File: src/rtl/shapool_host_spi_pkg.sv
`default_nettype none
// ============================================================================
// Module      : shapool_host_spi_pkg
// Description : Shared definitions for the shapool host-side SPI initiator:
//               controller state encoding, SPI mode and default word widths
//               (must match the device-side shapool parameters).
// Revision    : 1.0 - initial release
// ============================================================================
package shapool_host_spi_pkg;

    // Controller sequence: one job load, a settle gap, wait for READY, readback
    typedef enum logic [2:0] {
        ST_IDLE       = 3'd0,
        ST_LOAD       = 3'd1,
        ST_GAP        = 3'd2,
        ST_WAIT_READY = 3'd3,
        ST_READ       = 3'd4,
        ST_DONE       = 3'd5
    } host_state_t;

    // Mode 0: CPOL=0 (SCK idles low), CPHA=0 (device samples on rising edge)
    localparam logic [1:0] c_spi_mode = 2'd0;

    // 256-bit midstate + 96-bit header tail
    localparam int c_default_job_bits   = 352;
    // 32-bit nonce + 8-bit device index
    localparam int c_default_daisy_bits = 40;

    function automatic int max_int(input int a, input int b);
        return (a > b) ? a : b;
    endfunction

endpackage
`default_nettype wire

File: src/rtl/shapool_host_spi_sck_gen.sv
`default_nettype none
// ============================================================================
// Module      : shapool_sck_gen
// Description : SCK divider plus bit counter shared by the load and readback
//               phases. Produces rise/fall/sample strobes (valid in the cycle
//               before the SCK edge takes effect) and a last-bit flag.
// Revision    : 1.0 - initial release
// ============================================================================
module shapool_sck_gen #(
    parameter  int SCK_DIV  = 4,
    parameter  int MAX_BITS = 352,
    localparam int DIV_W    = $clog2(SCK_DIV + 1),
    localparam int BIT_W    = $clog2(MAX_BITS + 1)
) (
    input  logic             clk,
    input  logic             rst_n,
    input  logic             i_run,
    input  logic [BIT_W-1:0] i_num_bits,
    output logic             o_rise,
    output logic             o_fall,
    output logic             o_sample,
    output logic             o_last_bit
);

    logic [DIV_W-1:0] r_div_cnt;
    logic [BIT_W-1:0] r_bit_cnt;
    logic             r_sck;
    logic             w_tick;

    // Final clk cycle of the current SCK half-period
    assign w_tick = i_run && (r_div_cnt == DIV_W'(SCK_DIV - 1));

    // Divider wraps exactly at SCK_DIV-1; bits are counted on each SCK fall
    always_ff @(posedge clk or negedge rst_n) begin
        if (!rst_n) begin
            r_div_cnt <= '0;
            r_bit_cnt <= '0;
            r_sck     <= 1'b0;
        end else if (!i_run) begin
            r_div_cnt <= '0;
            r_bit_cnt <= '0;
            r_sck     <= 1'b0;
        end else if (w_tick) begin
            r_div_cnt <= '0;
            r_sck     <= ~r_sck;
            if (r_sck) begin
                r_bit_cnt <= r_bit_cnt + BIT_W'(1);
            end
        end else begin
            r_div_cnt <= r_div_cnt + DIV_W'(1);
        end
    end

    assign o_rise     = w_tick & ~r_sck;
    assign o_fall     = w_tick &  r_sck;
    // Last clk cycle of the SCK-high phase coincides with the fall strobe
    assign o_sample   = w_tick &  r_sck;
    assign o_last_bit = (r_bit_cnt == (i_num_bits - BIT_W'(1)));

endmodule
`default_nettype wire

File: src/rtl/shapool_host_spi.sv
`default_nettype none
// ============================================================================
// Module      : shapool_host_spi
// Description : Host-side SPI initiator for a shapool chain. Shifts one job
//               word out on the global bus, waits for open-drain READY, then
//               reads the result word back over the daisy chain.
// Revision    : 1.0 - initial release
// ============================================================================
module shapool_host_spi
    import shapool_host_spi_pkg::*;
#(
    parameter int JOB_BITS   = c_default_job_bits,
    parameter int DAISY_BITS = c_default_daisy_bits,
    parameter int SCK_DIV    = 4
) (
    input  logic                  clk_in,
    input  logic                  reset_n_in,
    input  logic [JOB_BITS-1:0]   job_data_in,
    input  logic                  job_valid_in,
    output logic                  job_ready_out,
    input  logic                  abort_in,
    output logic [DAISY_BITS-1:0] result_data_out,
    output logic                  result_valid_out,
    output logic                  sck0_out,
    output logic                  sdo0_out,
    output logic                  cs0_n_out,
    output logic                  sck1_out,
    output logic                  sdo1_out,
    output logic                  cs1_n_out,
    input  logic                  sdi1_in,
    input  logic                  ready_n_in
);

    localparam int c_max_bits = max_int(JOB_BITS, DAISY_BITS);
    localparam int c_bit_w    = $clog2(c_max_bits + 1);
    localparam int c_gap_w    = $clog2(2 * SCK_DIV + 1);

    host_state_t           r_state;
    logic [JOB_BITS-1:0]   r_job_sr;
    logic [DAISY_BITS-1:0] r_cap;
    logic [c_gap_w-1:0]    r_gap_cnt;
    logic                  r_ready_meta;
    logic                  r_ready_sync;
    logic                  r_job_ready;
    logic [DAISY_BITS-1:0] r_result_data;
    logic                  r_result_valid;
    logic                  r_sck0;
    logic                  r_sdo0;
    logic                  r_cs0_n;
    logic                  r_sck1;
    logic                  r_cs1_n;

    logic                  w_run;
    logic [c_bit_w-1:0]    w_num_bits;
    logic                  w_rise;
    logic                  w_fall;
    logic                  w_sample;
    logic                  w_last_bit;

    // The generator only runs while a bus is actively clocking
    assign w_run      = (r_state == ST_LOAD) || (r_state == ST_READ);
    assign w_num_bits = (r_state == ST_READ) ? c_bit_w'(DAISY_BITS) : c_bit_w'(JOB_BITS);

    shapool_sck_gen #(
        .SCK_DIV  (SCK_DIV),
        .MAX_BITS (c_max_bits)
    ) u_sck_gen (
        .clk        (clk_in),
        .rst_n      (reset_n_in),
        .i_run      (w_run),
        .i_num_bits (w_num_bits),
        .o_rise     (w_rise),
        .o_fall     (w_fall),
        .o_sample   (w_sample),
        .o_last_bit (w_last_bit)
    );

    // Two-flop synchroniser for the asynchronous open-drain READY line
    always_ff @(posedge clk_in or negedge reset_n_in) begin
        if (!reset_n_in) begin
            r_ready_meta <= 1'b1;
            r_ready_sync <= 1'b1;
        end else begin
            r_ready_meta <= ready_n_in;
            r_ready_sync <= r_ready_meta;
        end
    end

    // Transfer sequencer with registered bus and handshake outputs
    always_ff @(posedge clk_in or negedge reset_n_in) begin
        if (!reset_n_in) begin
            r_state        <= ST_IDLE;
            r_job_sr       <= '0;
            r_cap          <= '0;
            r_gap_cnt      <= '0;
            r_job_ready    <= 1'b1;
            r_result_data  <= '0;
            r_result_valid <= 1'b0;
            r_sck0         <= 1'b0;
            r_sdo0         <= 1'b0;
            r_cs0_n        <= 1'b1;
            r_sck1         <= 1'b0;
            r_cs1_n        <= 1'b1;
        end else begin
            r_result_valid <= 1'b0;
            case (r_state)
                ST_IDLE: begin
                    if (job_valid_in && r_job_ready) begin
                        r_job_sr    <= job_data_in;
                        r_sdo0      <= job_data_in[JOB_BITS-1];
                        r_cs0_n     <= 1'b0;
                        r_job_ready <= 1'b0;
                        r_state     <= ST_LOAD;
                    end else begin
                        r_job_ready <= 1'b1;
                    end
                end
                ST_LOAD: begin
                    if (w_rise) begin
                        r_sck0 <= 1'b1;
                    end else if (w_fall) begin
                        r_sck0 <= 1'b0;
                        if (w_last_bit) begin
                            r_cs0_n   <= 1'b1;
                            r_sdo0    <= 1'b0;
                            r_gap_cnt <= '0;
                            r_state   <= ST_GAP;
                        end else begin
                            // Next bit appears in the same cycle SCK falls
                            r_job_sr <= {r_job_sr[JOB_BITS-2:0], 1'b0};
                            r_sdo0   <= r_job_sr[JOB_BITS-2];
                        end
                    end
                end
                ST_GAP: begin
                    if (r_gap_cnt == c_gap_w'(2 * SCK_DIV - 1)) begin
                        r_state <= ST_WAIT_READY;
                    end else begin
                        r_gap_cnt <= r_gap_cnt + c_gap_w'(1);
                    end
                end
                ST_WAIT_READY: begin
                    // Abort takes priority over a simultaneous READY
                    if (abort_in) begin
                        r_state <= ST_IDLE;
                    end else if (!r_ready_sync) begin
                        r_cs1_n <= 1'b0;
                        r_cap   <= '0;
                        r_state <= ST_READ;
                    end
                end
                ST_READ: begin
                    if (w_sample) begin
                        r_cap <= {r_cap[DAISY_BITS-2:0], sdi1_in};
                    end
                    if (w_rise) begin
                        r_sck1 <= 1'b1;
                    end else if (w_fall) begin
                        r_sck1 <= 1'b0;
                        if (w_last_bit) begin
                            r_cs1_n <= 1'b1;
                            r_state <= ST_DONE;
                        end
                    end
                end
                ST_DONE: begin
                    r_result_data  <= r_cap;
                    r_result_valid <= 1'b1;
                    r_state        <= ST_IDLE;
                end
                default: begin
                    r_state <= ST_IDLE;
                end
            endcase
        end
    end

    assign job_ready_out    = r_job_ready;
    assign result_data_out  = r_result_data;
    assign result_valid_out = r_result_valid;
    assign sck0_out         = r_sck0;
    assign sdo0_out         = r_sdo0;
    assign cs0_n_out        = r_cs0_n;
    assign sck1_out         = r_sck1;
    assign sdo1_out         = 1'b0;
    assign cs1_n_out        = r_cs1_n;

endmodule
`default_nettype wire

File: config.mk
export PLATFORM = sky130hd
export DESIGN_NAME = shapool_host_spi
export DESIGN_NICKNAME = d
export VERILOG_FILES = /design/src/rtl/shapool_host_spi_pkg.sv /design/src/rtl/shapool_host_spi_sck_gen.sv /design/src/rtl/shapool_host_spi.sv
export SDC_FILE = /design/constraint.sdc
export NUM_CORES = 1
export LEC_CHECK = 0
export ABC_AREA = 1
export BUFFER_PORTS_ARGS = -buffer_cell sky130_fd_sc_hd__buf_2
export CAP_MARGIN = 25
export CORE_MARGIN = 4
export CORE_UTILIZATION = 25
export DETAILED_ROUTE_END_ITERATION = 12
export PLACE_DENSITY = 0.53
export SLEW_MARGIN = 20
export SYNTH_ARGS = -nofsm -noshare
export SYNTH_HDL_FRONTEND = slang
export SYNTH_SLANG_ARGS = --single-unit
File: constraint.sdc
create_clock -name clk_in -period 3.22 [get_ports clk_in]
set_input_delay 0.644 -clock clk_in [delete_from_list [all_inputs] [get_ports clk_in]]
set_output_delay 0.644 -clock clk_in [all_outputs]
set_load 0.01 [all_outputs]
==> summary.md, run 1 <==
| Metric | Value |
|---|---|
| Site Rows | `roughly 110` |
| Final Net Count | `about 3800` |
| Htree depth | `2` |
| DRT antenna net count | `0` |
| Synth top cells by count | `nand2_1, dfrtp_1, nand3_1` |
| Top_reg_cell synth | `dfrtp_1` |
| Number of buffers created by CTS | `55` |
| Number of global-route vias before repair | `roughly 20000` |
| DRC Markers | `0` |
| Yosys reg bits | `460` |
| Tcrit/Tclk final | `0.7954` |
| Detailed Route WL | `~70 mm` |
| Clock Skew | `around 0.021 ns` |
| Top cell type's share of synthesized area | `0.5090` |
| Worst path required time | `approximately 3.8 ns` |
| CP cell instances | `ha_1 -> inv_1 -> nor2_1 -> nand2_1 -> nand2_1 -> inv_2 -> nor2_8 -> buf_12 -> nand3_1 -> nand2_1` |
| Fillcell total | `between 9000 and 10000` |
| Register area share after synthesis | `0.5148` |
| Largest net degree at the start of global routing | `178` |
| Pre-antenna DRT Iters | `8` |
| Critical path's top delay family | `simple AND/OR/NAND/NOR gates` |
| Clock Root Buffer | `clkbuf_16` |
| Cell Area, Synth | `22370 um2` |
| Worst hold slack | `between 0.1 and 0.15 ns` |
| Top cells by area, synth | `dfrtp_1, nand2_1, nand3_1` |
| Area leader, netlist | `dfrtp_1` |
| # setup viols final | `0` |
| Status | `completed` |
| Count leader, synth | `nand2_1` |
| CTS Sinks | `460` |
| Global-route wire length before repair | `approximately 110 mm` |
| Die area | `~94000 um2` |
| Share of layout cells above drive strength 1 | `0.1618` |
| 1st-iter DRT viols | `roughly 1800` |
| Via density per instance | `approximately 4.4` |
| DR WL/cell | `15.17 um` |
| Crit Path Category | `reg2reg` |
| Port bufs | `404` |
| Yosys warnings | `0` |
| Fin crit period | `~2.6 ns` |
| Number of flops mapped to enable cells by yosys | `0` |
| Worst-Skew Late Latency | `about 0.6 ns` |
| Gr usage total | `0.1429` |
| Crit path buffers/inverters | `3` |
| Final hold violations | `0` |
| Total Neg Setup Slack | `0 ns` |
| Area growth syn-to-layout | `22.35%` |
| RSZ-0062 raised after global routing | `false` |
| Syn nets | `roughly 3500` |
| PostCTS Resize Cnt | `0` |
| Highest clock rate | `a little under 400 MHz` |
| CP Launch Type | `flop` |
| CP arrival | `3.09 ns` |
| Via count | `20380` |
| Max-cap violations | `0` |
| Die width | `307.1 um` |
| GRT overflow | `0` |
| Worst Path Max Fanout | `174` |
| GPL Wtd Cong | `around 0.79` |
| Crit path top cell by count | `nand2_1` |
| Core area | `88510 um2` |
| Hold Crit Class | `in2reg` |
| I/O Pins | `approximately 410` |
| PwrDens | `between 400 and 500 nW/um2` |
| Syn Inst Count | `~3100` |
| Mean Syn Cell Area | `approximately 7.2 um2` |
| Slew headroom | `0.2993` |
| Detail Placement HPWL | `between 40 and 50 mm` |
| Asr flop ratio synth | `1.000` |
| Crit-path max cell delay | `0.50 ns` |
| CP Capture Type | `flop` |
| Crit-path slowest cell | `buf_12` |
| Count of distinct cell types in the synthesized netlist | `34` |
| Worst-path clk slew | `0.06 ns` |
| Slew @ Worst Pin | `~1.1 ns` |
| Worst-case clock buffer depth | `3` |
| Initial antenna violation count | `4` |
| Die H | `~310 um` |
| Initial core utilization | `0.2527` |
| Peak VDD IR | `about 0.00033 V` |
| LEAKAGE | `15.89 nW` |
| CTS tree | `done` |
| Max-slew violations | `0` |
-- worst paths after layout --
check                                       start                   to  depth (start not counted)  slack, ns
max                        u_sck_gen.r_div_cnt[0]        r_job_sr[134]                         10       0.66
min                                    ready_n_in         r_ready_meta                          1       0.13
max reg2reg                u_sck_gen.r_div_cnt[0]        r_job_sr[134]                         10       0.66
min reg2reg                          r_ready_meta         r_ready_sync                          0       0.36
max in group asynchronous              reset_n_in        r_job_sr[106]                          4       1.73
min in group asynchronous              reset_n_in  result_data_out[20]                          2       0.47
-- registers in the layout, indices dropped and copies added, names as in the netlist --
name,flops
cs0_n_out,1
result_valid_out,1
r_ready_meta,1
cs1_n_out,1
r_job_sr,351
sck0_out,1
sdo0_out,1
r_cap,40
u_sck_gen.r_div_cnt,3
r_ready_sync,1
r_gap_cnt,4
r_state,3
job_ready_out,1
u_sck_gen.r_bit_cnt,9
u_sck_gen.r_sck,1
result_data_out,40
sck1_out,1
-- power breakdown --
part / total (mW) / internal [mW] / switching [mW] / leakage [nW]
logic: 0.646 / 0.272 / 0.373 / 8.76
clock network: 6.61 / 3.96 / 2.65 / 0.929
registers: 5.79 / 5.79 / 0.00150 / 6.20
-- worst register-to-register path, stage by stage, from the launching register on --
cell     delay (ns)
dfrtp_1        0.35
ha_1           0.17
inv_1          0.04
nor2_1         0.17
nand2_1        0.12
nand2_1        0.14
inv_2          0.08
nor2_8         0.23
buf_12         0.50
nand3_1        0.55
nand2_1        0.13
-- logic make-up (layout without fill, tap and decap cells) --
group | count (synthesis) | in the layout | synth area share
buf+inv | 280 | 620 | 0.05560
compound gates | 107 | 107 | 0.02657
fa+ha+maj | 3 | 3 | 0.001678
xor+xnor | 1 | 1 | 0.0003916
simple gates | 2245 | 2245 | 0.4007
other cells | 1 | 2 | 0.0001676
flops | 460 | 460 | 0.5149
-- metrics by stage --
stage | instance area, um2 | utilization | total power [mW] | setup slack [ns] | std cells
CTS | 27370 | 0.3092 | 13.31 | 0.7131 | 4602
floorplan | 22370 | - | 6.090 | 1.511 | 3097
finish | 27370 | 0.3092 | 13.04 | 0.6588 | 4603
global placement | 25450 | 0.2875 | 6.560 | 0.7753 | 4500
detailed placement | 25450 | 0.2875 | 6.554 | 0.7350 | 4500
global route | 27370 | 0.3092 | 13.60 | 0.5081 | 4602
-- per-layer routing --
metal / vias to the layer above / track usage / routed length, um
met2: 488 / 0.2216 / 31200
met1: 9578 / 0.2088 / 33400
li1: 10229 / - / -
met4: 6 / 0.03030 / 1171
met5: - / 0 / 46
met3: 79 / 0.02569 / 3995
-- cell type report --
cell class | count | area [um2] | share of cell area
repair buffers | 448 | 2577 | 0.09417
multi-input cells | 2357 | 9634 | 0.3520
diodes | 1 | 2.502 | 0.00009143
clock buffers | 80 | 1570 | 0.05737
clock inverters | 21 | 336.6 | 0.01230
inverters | 71 | 274.0 | 0.01001
well taps | 1165 | 1458 | 0.05326
flip-flops and latches | 460 | 11520 | 0.4208
-- what timing repair did --
action	in CTS	in global routing
buffers inserted	0	0
endpoints found under the hold margin	15	0
hold buffers	1	0
-- layout by cell type (no fill, tap or decap), types with 2 or more instances in the layout --
cell | synthesis | final
nand2_1 | 1842 | 1842
dfrtp_1 | 455 | 455
buf_2 | 88 | 403
nand3_1 | 368 | 368
inv_1 | 63 | 63
clkbuf_16 | 0 | 55
o21ai_0 | 52 | 52
o22ai_1 | 40 | 40
buf_4 | 20 | 26
buf_12 | 0 | 17
nor2_1 | 16 | 16
clkbuf_1 | 76 | 15
a21oi_1 | 10 | 10
clkbuf_8 | 0 | 10
bufinv_16 | 0 | 7
clkinv_2 | 0 | 6
inv_2 | 6 | 5
dfstp_2 | 5 | 5
or2_2 | 4 | 4
nor3_1 | 3 | 3
ha_1 | 3 | 3
clkinv_1 | 2 | 2
nand4_1 | 2 | 2
nand2_2 | 2 | 2
inv_8 | 0 | 2
nand2_8 | 0 | 2
clkinv_8 | 0 | 2
inv_6 | 0 | 2
clkinvlp_4 | 0 | 2
Note: power is estimated with default switching activity, not from simulation.
==> run 2, diff against run 1 <==
- clock period: 3.22 -> 2.53 ns (I/O delays scaled with it)
==> run 2 against run 1 <==
Compared with the run above: clock skew up 0.011 ns; setup slack worse by 0.42 ns; non-clock buffer count grew 24; first-iteration DRC count rose by 2.3%; final area rose by 0.85%; register-to-register slack got worse by 0.42 ns; die area did not move; power up 27%; hold slack lost 0.011 ns; routed wire length about the same; combinational power grew 29%; critical path type unchanged; highest routed layer unchanged.
==> summary.md, run 2 (same netlist as run 1, synthesis figures left out) <==
| Metric | Value |
|---|---|
| Crit-path max cell delay | `0.55 ns` |
| Slew @ Worst Pin | `1.018 ns` |
| CP Capture Type | `flop` |
| Worst-case clock buffer depth | `3` |
| GPL Wtd Cong | `a little under 0.8` |
| Die H | `between 300 and 400 um` |
| Status | `completed` |
| Gr usage total | `0.1437` |
| Area growth syn-to-layout | `23.40%` |
| GRT overflow | `0` |
| Total power | `16.52 mW` |
| Peak VDD IR | `between 0.0004 and 0.0005 V` |
| Worst path required time | `about 3.1 ns` |
| Via density per instance | `~4.4` |
| Global-route wire length before repair | `roughly 110 mm` |
| Worst-path clk slew | `~0.06 ns` |
| Crit path buffers/inverters | `3` |
| Final hold violations | `0` |
| Htree depth | `2` |
| Tcrit/Tclk final | `0.9050` |
| Crit Path Category | `reg2reg` |
| CP Launch Type | `flop` |
| Fin crit period | `2.290 ns` |
| Slew headroom | `0.3215` |
| R2R setup slack | `0.24 ns` |
| 1st-iter DRT viols | `roughly 1800` |
| CP cell instances | `inv_1 -> nand3_4 -> inv_8 -> buf_12 -> nand2_1 -> nand2_1 -> nand3_1 -> nand2_1` |
| CTS Sinks | `460` |
| Clock Skew | `around 0.031 ns` |
| Total Neg Setup Slack | `0 ns` |
| Share of layout cells above drive strength 1 | `0.1678` |
| Pre-antenna DRT Iters | `5` |
| PwrDens | `~600 nW/um2` |
| Max-cap violations | `0` |
| CTS tree | `done` |
| Worst Path Max Fanout | `between 150 and 200` |
| Initial core utilization | `0.2527` |
| Crit-path slowest cell | `buf_12` |
| Hold Crit Class | `in2reg` |
| Critical path's top delay family | `buffers and inverters` |
| RSZ-0062 raised after global routing | `false` |
| Largest net degree at the start of global routing | `188` |
| Crit path top cell by count | `nand2_1` |
| PostCTS Resize Cnt | `0` |
| CP arrival | `between 2 and 3 ns` |
| Largest register by flop count | `r_job_sr` |
| Site Rows | `109` |
| DR WL/cell | `roughly 15 um` |
| Clock Root Buffer | `clkbuf_16` |
| Initial antenna violation count | `4` |
| LEAKAGE | `~16 nW` |
| Port bufs | `roughly 400` |
| Worst-Skew Late Latency | `0.62 ns` |
| Via count | `a little over 20000` |
| Most frequent cells in the layout | `nand2_1, dfrtp_1, buf_2, nand3_1, inv_1` |
| Final Net Count | `3778` |
| Die area | `94330 um2` |
| I/O Pins | `406` |
| ANT cells | `0` |
| Highest clock rate | `about 440 MHz` |
| Number of buffers created by CTS | `55` |
| Most common cell after layout, fill and taps aside | `nand2_1` |
| Detailed Route WL | `between 60 and 70 mm` |
| DRC Markers | `0` |
| Max-slew violations | `0` |
| # setup viols final | `0` |
| Core area | `between 80000 and 90000 um2` |
| Number of global-route vias before repair | `roughly 20000` |
| DRT antenna net count | `0` |
| Detail Placement HPWL | `roughly 46 mm` |
| Largest register FFs | `351` |
| Die width | `307.1 um` |
-- run 2: cell types whose count changed in the layout (fill, tap and decap cells not counted), sizes merged, moves of 2 or more --
cell | previous run | this run
buf | 447 | 470
bufinv | 7 | 5
clkinv | 10 | 12
clkinvlp | 2 | 0
inv | 73 | 75
-- run 2: metrics by stage --
stage,cell area (um2),worst slack [ns],hold WS (ns),utilization,cells
after CTS,27600,0.2258,0.06372,0.3119,4627
after global placement,25690,0.3262,0.3590,0.2902,4523
final,27600,0.2404,0.1230,0.3119,4627
after global routing,27600,0.04278,0.1103,0.3119,4627
after detailed placement,25690,0.2497,0.3571,0.2902,4523
after floorplan,22370,0.8214,0.2104,-,3097
-- run 2: worst register-to-register path: stages, from the launching register on --
cell and delay (ns):
dfrtp_1 0.39, inv_1 0.17, nand3_4 0.23, inv_8 0.15, buf_12 0.56, nand2_1 0.45
nand2_1 0.12, nand3_1 0.07, nand2_1 0.08
-- run 2: power by group --
part | total (mW) | switching, mW | internal, mW
Sequential | 7.37 | 0.00173 | 7.37
Combinational | 0.832 | 0.477 | 0.354
Clock | 8.32 | 3.40 | 4.92
-- run 2: layer usage --
metal,part of all wire,up-vias,GRT usage
met5,0.00039,-,0
met4,0.017,4,0.02998
met3,0.058,78,0.02438
met2,0.45,506,0.2274
met1,0.48,9574,0.2074
li1,-,10293,-
-- run 2: final cells by class --
cell class	count	area, um2
Fill cell	9604	60910
Sequential cell	460	11520
Multi-Input combinational cell	2357	9634
Timing Repair Buffer	472	2823
Clock buffer	81	1594
Tap cell	1165	1458
Clock inverter	21	304.0
Inverter	71	274.0
-- run 2: path summary, 6_finish.rpt --
path,from,end,cells after the start
min reg2reg,r_ready_meta,r_ready_sync,0
min,sdi1_in,r_cap[0],3
min in group asynchronous,reset_n_in,r_job_sr[268],2
max in group asynchronous,reset_n_in,r_job_sr[162],3
max reg2reg,r_state[2],r_job_sr[96],8
max,r_state[2],r_job_sr[96],8
-- run 2: what timing repair did --
| action | 4_1_cts | 5_1_grt |
|---|---|---|
| endpoints found under the hold margin | 37 | 0 |
| setup endpoints to repair | 0 | 0 |
| hold buffers | 2 | 0 |
| buffers inserted | 0 | 0 |
==> run 3, diff against run 2 <==
- CAP_MARGIN: 25 -> unset
- CORE_ASPECT_RATIO: unset -> 1.1
==> run 3 against run 2 <==
Compared with the run above: hold slack better by 0.012 ns; core utilization is 0.14 points higher; sequential share of layout area is 0.077 points lower; fmax is 0.74% higher; routed wire length is 0.30% higher; sequential power hardly changed; final area is 0.19% higher; clock-buffer cell count is 5 lower; register-to-register slack better by 0.02 ns; clock skew is 0.0011 ns lower; combinational power hardly changed; critical path type unchanged; largest power group unchanged; highest routed layer unchanged.
==> summary.md, run 3 (same netlist as run 1, synthesis figures left out) <==
| Metric | Value |
|---|---|
| Clock Root Buffer | `clkbuf_16` |
| CP Launch Type | `flop` |
| Fillcell total | `between 9000 and 10000` |
| Gr usage total | `0.1432` |
| 1st-iter DRT viols | `between 1000 and 1500` |
| Comb power frac | `0.051` |
| Number of global-route vias before repair | `20058` |
| Highest clock rate | `about 440 MHz` |
| Final hold violations | `0` |
| Worst hold slack | `0.1350 ns` |
| Largest register FFs | `351` |
| CTS Sinks | `460` |
| Initial antenna violation count | `3` |
| Total Neg Setup Slack | `0 ns` |
| Max-slew violations | `0` |
| Crit-path slowest cell | `buf_4` |
| Sw frac | `0.2367` |
| Initial core utilization | `0.2534` |
| Most common cell after layout, fill and taps aside | `nand2_1` |
| Largest net degree at the start of global routing | `~160` |
| Clk network pwr share | `0.497` |
| Global-route wire length before repair | `about 110 mm` |
| Pre-antenna DRT Iters | `6` |
| Internal power | `about 12 mW` |
| PostCTS Resize Cnt | `0` |
| Via density per instance | `approximately 4.4` |
| Worst-path clk slew | `~0.06 ns` |
| Worst path required time | `slightly above 3 ns` |
| Crit path buffers/inverters | `2` |
| Critical path's top delay family | `simple AND/OR/NAND/NOR gates` |
| Clock Skew | `0.03036 ns` |
| Area growth syn-to-layout | `23.63%` |
| DRC Markers | `0` |
| Share of layout cells above drive strength 1 | `0.1692` |
| Most frequent cells in the layout | `nand2_1, dfrtp_1, buf_2, nand3_1, inv_1` |
| Die H | `about 320 um` |
| Detailed Route WL | `~70 mm` |
| Die area | `between 90000 and 100000 um2` |
| Total power | `between 15 and 20 mW` |
| Site Rows | `approximately 110` |
| Hold Crit Class | `in2reg` |
| DRT antenna net count | `0` |
| I/O Pins | `between 400 and 500` |
| Crit Path Category | `reg2reg` |
| CP arrival | `2.82 ns` |
| Post-Layout Cell Count | `between 4000 and 5000` |
| GPL Wtd Cong | `between 0.7 and 0.8` |
| Slew headroom | `0.3824` |
| Detail Placement HPWL | `46.10 mm` |
| Core area | `roughly 90000 um2` |
| RSZ-0062 raised after global routing | `false` |
| Tcrit/Tclk final | `0.8983` |
| CTS tree | `done` |
| Largest register by flop count | `r_job_sr` |
| PwrDens | `a little under 600 nW/um2` |
| Fin crit period | `2.273 ns` |
| Crit-path max cell delay | `roughly 0.45 ns` |
| P_sw | `slightly below 4 mW` |
| Status | `completed` |
| Worst Path Max Fanout | `between 40 and 50` |
| Worst-Skew Late Latency | `0.63 ns` |
| DR WL/cell | `roughly 15 um` |
| CP cell instances | `nor2_2 -> nand2_2 -> nand3b_1 -> nand2_1 -> nand2_2 -> nand2_4 -> nand2_8 -> buf_12 -> buf_4 -> nand3_1 -> nand2_1` |
| Final Net Count | `about 3800` |
| Worst-case clock buffer depth | `3` |
| Slew @ Worst Pin | `roughly 0.93 ns` |
| Sequential Power Share | `0.452` |
| Number of buffers created by CTS | `55` |
| CP Capture Type | `flop` |
| Max-cap violations | `0` |
| # setup viols final | `0` |
| Port bufs | `~400` |
| Fin util | `0.3132` |
| LEAKAGE | `about 16 nW` |
| Number of post-CTS setup repair buffers | `0` |
| Via count | `approximately 21000` |
| Die width | `between 200 and 300 um` |
| Post-Place Cells | `~4500` |
| Htree depth | `2` |
| Post-CTS Hold Fix Bufs | `2` |
| Peak VDD IR | `between 0.0004 and 0.0005 V` |
| GRT overflow | `0` |
-- run 3: cell count changes in the layout (fill, tap and decap cells not counted), sizes merged --
cell	before	now
clkbuf	81	76
bufinv	5	4
diode	0	1
clkinvlp	0	3
buf	470	474
clkinv	12	17
inv	75	71
-- run 3: final cells by class --
type,instances,area (um2),area share
inverters,71,274.0,0.009908
diodes,1,2.502,0.00009049
repair buffers,476,2940,0.1063
well taps,1160,1451,0.05248
clock buffers,76,1555,0.05624
multi-input cells,2357,9634,0.3484
flip-flops and latches,460,11520,0.4165
clock inverters,24,280.3,0.01013
-- run 3: metrics by stage --
| step | worst slack (ns) | area [um2] |
|---|---|---|
| after CTS | 0.2496 | 27650 |
| after global placement | 0.3214 | 25800 |
| after global routing | 0.06673 | 27650 |
| after floorplan | 0.8214 | 22370 |
| after detailed placement | 0.2989 | 25800 |
| final | 0.2572 | 27660 |
-- run 3: worst register-to-register path, stage by stage, from the launching register on --
cell      delay, ns
dfrtp_1        0.44
nor2_2         0.16
nand2_2        0.09
nand3b_1       0.09
nand2_1        0.07
nand2_2        0.10
nand2_4        0.09
nand2_8        0.19
buf_12         0.23
buf_4          0.48
nand3_1        0.15
nand2_1        0.09
-- run 3: worst paths after layout --
kind / start / end / slack [ns] / cells past startpoint
worst min register to register: r_ready_meta / r_ready_sync / 0.36 / 0
worst min-delay path: job_data_in[351] / sdo0_out / 0.14 / 3
max in group asynchronous: reset_n_in / result_data_out[15] / 1.20 / 4
worst max-delay path: r_state[1] / r_job_sr[280] / 0.26 / 11
min in group asynchronous: reset_n_in / r_job_sr[285] / 0.43 / 2
worst max register to register: r_state[1] / r_job_sr[280] / 0.26 / 11
-- run 3: metal layers --
metal,routed length (um),track usage,share of wire
met3,3801,0.02620,0.054
met1,32360,0.2000,0.46
met4,1470,0.03641,0.021
met2,32380,0.2296,0.46
met5,17,0,0.00024
-- run 3: power groups by stage --
stage	Sequential, mW	Combinational [mW]	Clock, mW
floorplan	7.50	0.249	0
global placement	7.50	0.855	0
detailed placement	7.50	0.848	0
CTS	7.37	0.857	8.39
global route	7.36	0.951	8.65
finish	7.37	0.833	8.11
